`src/rtl/shifter_pkg.sv`:
```
// Shared definitions for the one-hot-amount shifters: default width, FSM
// states and one-hot amount helpers.
package shifter_pkg;

  localparam int unsigned DEFAULT_WIDTH = 8;
  localparam int unsigned CNT_W         = $clog2(DEFAULT_WIDTH);

  typedef enum logic [1:0] {
    IDLE,
    SHIFT,
    DONE
  } state_t;

  function automatic logic onehot_valid(input logic [DEFAULT_WIDTH-1:0] n);
    return (n != '0) && ((n & (n - DEFAULT_WIDTH'(1))) == '0);
  endfunction

  // N[p]=1 selects a shift of DEFAULT_WIDTH-1-p places.
  function automatic logic [CNT_W-1:0] onehot_to_amount(input logic [DEFAULT_WIDTH-1:0] n);
    logic [CNT_W-1:0] amt;
    amt = '0;
    for (int unsigned i = 0; i < DEFAULT_WIDTH; i++) begin
      if (n[i]) amt = CNT_W'(DEFAULT_WIDTH - 1 - i);
    end
    return amt;
  endfunction

endpackage

```
`src/rtl/onehot_amount_enc.sv`:
```
// Combinational one-hot shift-amount encoder: amount = WIDTH-1-p for N[p]=1,
// valid only when exactly one bit of N is set.
module onehot_amount_enc
  import shifter_pkg::*;
#(
  parameter int unsigned WIDTH = DEFAULT_WIDTH
) (
  input  logic [WIDTH-1:0]         N,
  output logic [$clog2(WIDTH)-1:0] amount,
  output logic                     valid
);

  localparam int unsigned AMT_W = $clog2(WIDTH);

  always_comb begin
    amount = '0;
    valid  = (N != '0) && ((N & (N - WIDTH'(1))) == '0);
    for (int unsigned i = 0; i < WIDTH; i++) begin
      if (N[i]) amount = AMT_W'(WIDTH - 1 - i);
    end
  end

endmodule

```
`src/rtl/seq_right_shifter.sv`:
```
// Sequential right shifter, one place per clock, one-hot shift amount.
// Define SEQ_RSHIFT_ARITH_EN to add the arith port (sign-fill shifting).
module seq_right_shifter
  import shifter_pkg::*;
#(
  parameter int unsigned WIDTH = DEFAULT_WIDTH
) (
  input  logic             clk,
  input  logic             rst_n,
  input  logic             start,
  input  logic [WIDTH-1:0] D,
  input  logic [WIDTH-1:0] N,
`ifdef SEQ_RSHIFT_ARITH_EN
  input  logic             arith,
`endif
  output logic             ready,
  output logic             busy,
  output logic             done,
  output logic             err,
  output logic [WIDTH-1:0] W
);

  localparam int unsigned AMT_W = $clog2(WIDTH);

  state_t             state, state_nx;
  logic [WIDTH-1:0]   sr;
  logic [AMT_W-1:0]   cnt;
  logic [AMT_W-1:0]   n_amt;
  logic               n_valid;
  logic               fill_bit;

  onehot_amount_enc #(.WIDTH(WIDTH)) u_enc (
    .N      (N),
    .amount (n_amt),
    .valid  (n_valid)
  );

`ifdef SEQ_RSHIFT_ARITH_EN
  logic fill_q;

  // Fill bit is frozen at accept so D/arith may change while busy.
  always_ff @(posedge clk or negedge rst_n) begin
    if (!rst_n) begin
      fill_q <= 1'b0;
    end else if (state == IDLE && start && n_valid) begin
      fill_q <= arith & D[WIDTH-1];
    end
  end

  assign fill_bit = fill_q;
`else
  assign fill_bit = 1'b0;
`endif

  always_ff @(posedge clk or negedge rst_n) begin
    if (!rst_n) state <= IDLE;
    else        state <= state_nx;
  end

  always_comb begin
    state_nx = state;
    ready    = 1'b0;
    busy     = 1'b0;
    case (state)
      IDLE: begin
        ready = 1'b1;
        if (start) state_nx = n_valid ? SHIFT : DONE;
      end
      SHIFT: begin
        busy = 1'b1;
        if (cnt == '0) state_nx = DONE;
      end
      DONE: begin
        busy     = 1'b1;
        state_nx = IDLE;
      end
      default: state_nx = IDLE;
    endcase
  end

  always_ff @(posedge clk or negedge rst_n) begin
    if (!rst_n) begin
      sr   <= '0;
      cnt  <= '0;
      W    <= '0;
      done <= 1'b0;
      err  <= 1'b0;
    end else begin
      done <= 1'b0;
      case (state)
        IDLE: begin
          if (start) begin
            if (n_valid) begin
              sr  <= D;
              cnt <= n_amt;
            end else begin
              W    <= '0;
              err  <= 1'b1;
              done <= 1'b1;
            end
          end
        end
        SHIFT: begin
          if (cnt != '0) begin
            sr  <= {fill_bit, sr[WIDTH-1:1]};
            cnt <= cnt - AMT_W'(1);
          end else begin
            W    <= sr;
            err  <= 1'b0;
            done <= 1'b1;
          end
        end
        default: ;
      endcase
    end
  end

endmodule
```
`config.mk`:
```
export PLATFORM = sky130hd
export DESIGN_NAME = seq_right_shifter
export DESIGN_NICKNAME = d
export VERILOG_FILES = /design/src/rtl/shifter_pkg.sv /design/src/rtl/onehot_amount_enc.sv /design/src/rtl/seq_right_shifter.sv
export SDC_FILE = /design/constraint.sdc
export NUM_CORES = 1
export LEC_CHECK = 0
export CAP_MARGIN = 40
export CORE_MARGIN = 1.5
export CORE_UTILIZATION = 53
export CTS_BUF_LIST = sky130_fd_sc_hd__clkbuf_4
export DETAILED_ROUTE_END_ITERATION = 16
export GPL_ROUTABILITY_DRIVEN = 0
export PLACE_DENSITY = 0.81
export SLEW_MARGIN = 20
export SYNTH_ARGS = -nofsm -noshare
export SYNTH_HDL_FRONTEND = slang
export SYNTH_SLANG_ARGS = --single-unit
```
`constraint.sdc`:
```
create_clock -name clk -period 3.2 [get_ports clk]
set_clock_uncertainty 0.15 [all_clocks]
set_input_delay 0.48 -clock clk [delete_from_list [all_inputs] [get_ports clk]]
set_output_delay 0.48 -clock clk [all_outputs]
set_load 0.02 [all_outputs]
```
---- Yosys cells after proc, flatten, opt, wreduce, memory -nomap -nowiden ----
Index checks and enable logic that the tools add are counted.
operators by class
  muxes and demuxes ....................... 34
  bitwise logic cells ..................... 1
  reduce and logical (&&, ||, !) cells .... 11
  equal/unequal tests ..................... 8
  $add $sub $neg .......................... 2
operators by type and width
  operator                                          number
  two-way mux 8 bit                                 6
  two-way mux 3 bit                                 11
  case mux 8 bit (2 select lines)                   2
  inequality test 2 bit, second input constant      6
  AND 8 bit                                         1
  logical NOT 8 bit                                 1
  two-way mux 1 bit                                 8
  AND reduction 4 bit                               2
  nonzero test 8 bit                                1
  subtractor 8 x 1 -> 8 bit, second input constant  1
  two-way mux 2 bit                                 3
  case mux 3 bit (2 select lines)                   1
  case mux 1 bit (2 select lines)                   2
  case mux 2 bit (2 select lines)                   1
  logical NOT 3 bit                                 1
  nonzero test 3 bit                                1
  subtractor 3 x 1 -> 3 bit, second input constant  1
  == test 2 x 1 -> 1 bit, second input constant     1
  == test 2 bit, second input constant              1
  logical NOT 2 bit                                 1
  AND reduction 2 bit                               1
  nonzero test 2 bit                                1
  OR reduction 2 bit                                1
  logical AND 1 bit                                 1
storage, ports and cells
  logic and storage cells ................. 62
  register bits ........................... 23
  output and inout bits ................... 12
  input bits .............................. 19

---- Longest topological paths before layout ----
Gate-level depths: netlist (run 1).
  word-level depth ........................ 11
  mapped depth ............................ 8
  depth with buffers taken out ............ 7

---- By module ----
From an unflattened synthesis (run 1), not the netlist that was laid out.
unflattened totals
  cell total of the unflattened synthesis .. 133
  area, all modules ....................... 1361.3 um2
modules (own cells, without submodules)
  module             area each (um2)  cells each  sequential area each (um2)  instances
  seq_right_shifter  1196.1           110         575.6                       1
  onehot_amount_enc  165.2            23          0.0                         1

---- Worst setup path after synthesis (run 1) ----
OpenSTA, ideal clock, no wires.
  path kind ............................... register to register
  start point ............................. register state[0]
  end point ............................... register W[2]
  path buffers ............................ 1
  arrival ................................. 2.082 ns
  required time ........................... 2.924 ns
  setup slack ............................. 0.842 ns
  clock period less this slack ............ 2.358 ns
  cell stages (with the launch flop) ...... 8
  library setup time ...................... 0.126 ns
  path through ............................ dfrtp_1 -> inv_1 -> ha_1 -> mux2_2 -> o21ai_1 -> clkbuf_1 -> o31ai_1 -> a311o_1
between the ends
  longest elaborated chain between the ends .. 3
  elaborated cells on any way between the ends .. 8
  classes of those cells .................. eq/ne: 4; mux: 1; reduce/logical: 3
RTL lines
  element                                                                       line                      source
  start: declaration                                                            seq_right_shifter.sv:25   state_t state, state_nx;
  start signal: assignment                                                      seq_right_shifter.sv:57   else state <= state_nx;
  == test 2 x 1 -> 1 bit or logical NOT 2 bit (tied branches)                   seq_right_shifter.sv:90   case (state)
  inequality test 2 bit (no source line) or nonzero test 2 bit (tied branches)  -
  AND reduction 4 bit (no source line)                                          -
  end signal: assignment                                                        seq_right_shifter.sv:108  W <= sr;
  end: declaration                                                              seq_right_shifter.sv:20   output logic [WIDTH-1:0] W
Parallel ways exist; a longest one is shown, timed or not.
A chain may end at the register's enable or synchronous reset.

---- Worst setup path in the final report (run 1) ----
  start point ............................. register state[0]
  end point ............................... output ready
between the ends
  longest elaborated chain between the ends .. 2
RTL lines
  element            line                     source
  logical NOT 2 bit  seq_right_shifter.sv:64  case (state)
  two-way mux 1 bit  seq_right_shifter.sv:64
  end: declaration   seq_right_shifter.sv:16  output logic ready,
Every way passes these cells.

==> reports/summary.txt, run 1 <==
Run status = finished clean
Ratio of cells with drive above 1 in the final layout = 0.116
Syn Std Cell Area = 1500 µm²
#FFs+latches synth = 23
Seq/Total Area, Yosys = 0.385
Vias per cell = 6.19
Detailed Route Iter0 Violations = 45
Rows = 19
Hold Buf Count CTS = 0
Total gr overflow = 0
Peak fanout along the critical path = 24
Slew HR = 0.565
Post_cts resized = 0
WS Path Type = register to output pin
Clock sinks = 23
Clock Tree Buf Depth = 2
Yosys warns = 0
CP arrival = 1950 ps
H-tree Lvls = 1
Async SR Flop Fraction = 1.00
Max_cap viols = 0
Fin nets = 213
CP peak stage delay = 650 ps
ANT cells = 0
Final hold violations = 0
Global-route wire length before repair = 5920 µm
CTS tree = done
Final Cycle Share = 0.807
Crit path required time = 2570 ps
Post-DP Area = 1820 µm²
GRT Overall Usage = 0.241
Power per Cell Area = 562 nW/µm²
IO Count = 31
Post-CTS setup repair buffer count = 0
Slowest-stage cell, CP = clkdlybuf4s50_1
Die Height = 56.1 µm
Worst r2r src = state[0]
Syn_nets = 183
Final setup vio count = 0
Worst vdd ir = 0.390 mV
FMAX = 0.387 GHz
Critical Path Start = state[0]
DP Wirelength = 2580 µm
1st-pass router iterations = 4
Total wire length = 3570 µm
Worst skew pair latency = 310 ps
EDFF count, synth = 0
Syn Area/Cell = 9.35 µm²
Worst-margin pin slew = 652 ps
Distinct cells, synth = 37
I/O Buffers = 30
Core area = 2710 µm²
Startpoint Class = register
Largest net degree at the start of global routing = 25
CTS root buffer = clkbuf_4
Clock buffer count from CTS = 3
Fin. max-slew vios = 0
DRT antenna net count = 0
Vias in the first global route = 1316
Via Count = 1362
Crit end category = output pin
Die area = 3150 µm²
DRC Markers = 0
Reg2Reg Depth = 6
Mapped Cells = 160
Final min period = 2580 ps
Worst hold-check slack = 361 ps
Synth Flop Type = dfrtp_1
Clk pin slew, worst setup/hold paths = 130 ps
Starting density of the core = 0.552
Post-route cell area = 1850 µm²
Crit path cell chain = inv_1, ha_1, buf_4, clkdlybuf4s50_1
HP Class = input pin to async pin
TNS Setup = 0 ps
Most common cell after layout, fill and taps aside = clkdlybuf4s50_1
Chip width = 56.1 µm
Most frequent cells in the layout = 30 x clkdlybuf4s50_1, 24 x nand2_1, 23 x dfrtp_1, 12 x inv_1
Area growth from synthesis to layout = 23.9%
Leak = 0.814 nW
Average wire per standard cell = 16.2 µm
Initial antenna violation count = 0
RSZ-0062 raised after global routing = no
-- cell type report --
class | count | area, µm²
clock buffer | 4 | 30.0
fill | 246 | 856
inverter | 13 | 48.8
multi-input combinational | 115 | 831
sequential | 23 | 576
tap | 31 | 38.8
timing repair buffer | 34 | 330
-- state kept, by name, summed over array words and instances (netlist names) --
signal / count
cnt: 3
sr: 8
W: 8
state: 2
done: 1
err: 1
-- where the power goes --
group	switching, mW	internal (mW)
logic	0.240	0.239
registers	0.0476	0.371
clock network	0.0874	0.0572
total	0.375	0.667
-- worst max-delay path: cells and delay by family, from the launching register on --
family	cells	cell delay [ps]
flip-flops	1	430
buffers and inverters	3	1020
adder cells (fa/ha/maj)	1	190
-- final timing paths --
| path | endpoint | slack, ps |
|---|---|---|
| worst max register to register | cnt[0] | 830 |
| min in group clk | sr[5] | 380 |
| max in group asynchronous | sr[2] | 2310 |
| worst min-delay path | W[2] | 360 |
| worst min register to register | sr[5] | 380 |
| worst max-delay path | ready | 620 |
-- per-stage QoR --
| step | util | cells | worst slack, ps | power, mW |
|---|---|---|---|---|
| 2_1_floorplan | - | 160 | 842 | 0.761 |
| 3_3_place_gp | 0.673 | 216 | 418 | 0.876 |
| 3_5_place_dp | 0.673 | 216 | 326 | 0.898 |
| 4_1_cts | 0.684 | 220 | 659 | 1.04 |
| 5_1_grt | 0.684 | 220 | 539 | 1.11 |
| 6_report | 0.684 | 220 | 616 | 1.04 |
-- synthesized netlist by cell type (2+ instances only) --
cell | number | share of area
a21o_1 | 2 | 0.010
a21oi_1 | 4 | 0.013
a311o_1 | 8 | 0.054
a31oi_1 | 3 | 0.013
clkbuf_1 | 8 | 0.020
dfrtp_1 | 23 | 0.38
ha_1 | 4 | 0.033
inv_1 | 12 | 0.030
mux2_2 | 2 | 0.015
mux2_4 | 9 | 0.090
nand2_1 | 24 | 0.060
nand3_1 | 2 | 0.0067
nand4b_1 | 3 | 0.018
nor2_1 | 5 | 0.013
nor2b_1 | 5 | 0.021
nor4_1 | 8 | 0.033
o21ai_0 | 9 | 0.030
o22ai_1 | 2 | 0.0084
o31ai_1 | 9 | 0.045
-- layer usage --
metal,wire (µm),track usage,vias to the layer above
met4,144,0.150,0
met2,1720,0.388,54
met5,0,0,-
met1,1570,0.307,645
met3,132,0.0302,12
li1,-,-,651
-- kinds of logic after synthesis --
group / synth area share
compound gates: 0.204
xor+xnor: 0.00585
fa+ha+maj: 0.0334
buf+inv: 0.0602
flops: 0.385
mux: 0.112
simple gates: 0.200
Note: power is estimated with default switching activity, not from simulation.
==> run 2, diff against run 1 <==
clock period = 2.6 ns   (was 3.2 ns; I/O delays follow)
==> run 2 against run 1 <==
  * Sequential power up 23%
  * Die area unchanged
  * Clock power up 17%
  * Largest cell class unchanged
==> reports/summary.txt, run 2 (synthesized netlist as in run 1, its figures left out) <==
Run status = finished clean
IO Count = 31 (unchanged)
Hold Buf Count CTS = 0 (unchanged)
Ratio of cells with drive above 1 in the final layout = 0.135 (+0.0183)
Clock sinks = 23 (unchanged)
Area of the multi-input gates = 831 µm² (unchanged)
Total gr overflow = 0 (unchanged)
Detailed Route Iter0 Violations = 57 (+27%)
Final setup vio count = 0 (unchanged)
Worst skew pair latency = 310 ps (about the same)
Vias in the first global route = 1300 (-1.2%)
CP arrival = 1810 ps (-140 ps)
Crit path cell chain = inv_1, ha_1, buf_4, clkdlybuf4s50_1
Post-Layout Cell Count = 224 (+1.8%)
Power per Cell Area = 687 nW/µm² (+22%)
Seq. cell area = 576 µm² (unchanged)
Clock buffer count from CTS = 3 (unchanged)
Reg2Reg Depth = 7 (+1)
WS Path Type = register to output pin
Largest net degree at the start of global routing = 25 (unchanged)
Worst vdd ir = 0.425 mV (+8.9%)
RSZ-0062 raised after global routing = no
H-tree Lvls = 1 (unchanged)
Starting density of the core = 0.552 (unchanged)
Initial antenna violation count = 0 (unchanged)
Fin nets = 217 (+1.9%)
Crit end category = output pin
1st-pass router iterations = 4 (unchanged)
CTS tree = done
Clock Tree Buf Depth = 2 (unchanged)
Final hold violations = 0 (unchanged)
Area growth from synthesis to layout = 26.6%
Crit path buffers/inverters = 3 (unchanged)
CTS root buffer = clkbuf_4
Leak = 0.838 nW (+2.9%)
Global-route wire length before repair = 5860 µm (-1.0%)
Post-CTS setup repair buffer count = 0 (unchanged)
DRC Markers = 0 (unchanged)
TNS Setup = 0 ps (unchanged)
Die Height = 56.1 µm (unchanged)
DRT antenna net count = 0 (unchanged)
FMAX = 0.426 GHz
Critical path's top delay family = buffers and inverters
Fin. max-slew vios = 0 (unchanged)
Die area = 3150 µm² (unchanged)
Core area = 2710 µm² (unchanged)
Most common cell after layout, fill and taps aside = clkdlybuf4s50_1
Max_cap viols = 0 (unchanged)
Chip width = 56.1 µm (unchanged)
Crit path required time = 2060 ps (-510 ps)
GRT Overall Usage = 0.237 (-0.00404)
Via Count = 1368 (+0.44%)
# fillers = 229 (-6.9%)
Clk pin slew, worst setup/hold paths = 130 ps (about the same)
Final Cycle Share = 0.904
Critical Path Stages = 4 (unchanged)
Post_cts resized = 0 (unchanged)
Layout Utilization = 0.699 (+0.0148)
Most frequent cells in the layout = 30 x clkdlybuf4s50_1, 24 x nand2_1, 23 x dfrtp_1, 12 x inv_1
Peak fanout along the critical path = 9 (-63%)
DP Wirelength = 2600 µm (+0.80%)
Average wire per standard cell = 15.5 µm (-4.6%)
Slowest-stage cell, CP = clkdlybuf4s50_1
Worst-margin pin slew = 462 ps (-191 ps)
Placed insts = 220 (+1.9%)
HP Class = input pin to async pin
CP peak stage delay = 610 ps (-40 ps)
Vias per cell = 6.11 (-1.4%)
I/O Buffers = 30 (unchanged)
Largest regs = W (8), sr (8), cnt (3)
ANT cells = 0 (unchanged)
Startpoint Class = register
Rows = 19 (unchanged)
Slew HR = 0.692 (+0.126)
Total wire length = 3470 µm (-2.9%)
Final min period = 2350 ps
[run 2: cell types whose count changed in the layout (fill, tap and decap cells not counted), sizes merged]
cell	delta
buf	+4
clkbuf	-1
clkinv	+1
[run 2: worst register-to-register path: stages (launching register included)]
cell     delay [ps]
dfrtp_1         420
inv_1            90
ha_1            200
mux2_2          360
o21ai_1          70
buf_4           270
o31ai_1         130
a311o_1         330
[run 2: layer usage]
metal / global-route usage / vias up / part of all wire
li1: - / 659 / -
met1: 0.293 / 654 / 0.44
met2: 0.413 / 53 / 0.50
met3: 0.0395 / 2 / 0.052
met4: 0.0884 / 0 / 0.0086
met5: 0 / - / 0
[run 2: area by class of cell]
type,count,share of cell area
Multi-Input combinational cell,115,0.439
Sequential cell,23,0.304
Timing Repair Buffer,38,0.197
Inverter,13,0.0258
Tap cell,31,0.0205
Clock buffer,3,0.0119
Clock inverter,1,0.00264
[run 2: final timing paths]
check,start,to,slack (ps)
min in group clk,sr[6],sr[6],380
max in group asynchronous,rst_n,cnt[2],1800
worst max register to register,state[0],W[5],480
worst min register to register,sr[6],sr[6],380
worst min-delay path,rst_n,W[7],270
worst max-delay path,state[0],ready,250
[run 2: stage by stage]
step                      cell area (µm²)  setup WS [ps]  hold slack, ps  total power, mW
after detailed placement             1870          -16.8             348             1.13
after global placement               1870           73.3             348             1.11
after floorplan                      1500            242           -55.6            0.937
final                                1890            250             272             1.30
after CTS                            1890            257             285             1.30
after global routing                 1890            179             315             1.38
[run 2: power breakdown]
group,switching (mW),total (mW),internal (mW),leakage [nW]
Clock,0.112,0.169,0.0575,0.0177
Sequential,0.0599,0.516,0.456,0.293
Combinational,0.294,0.615,0.321,0.527
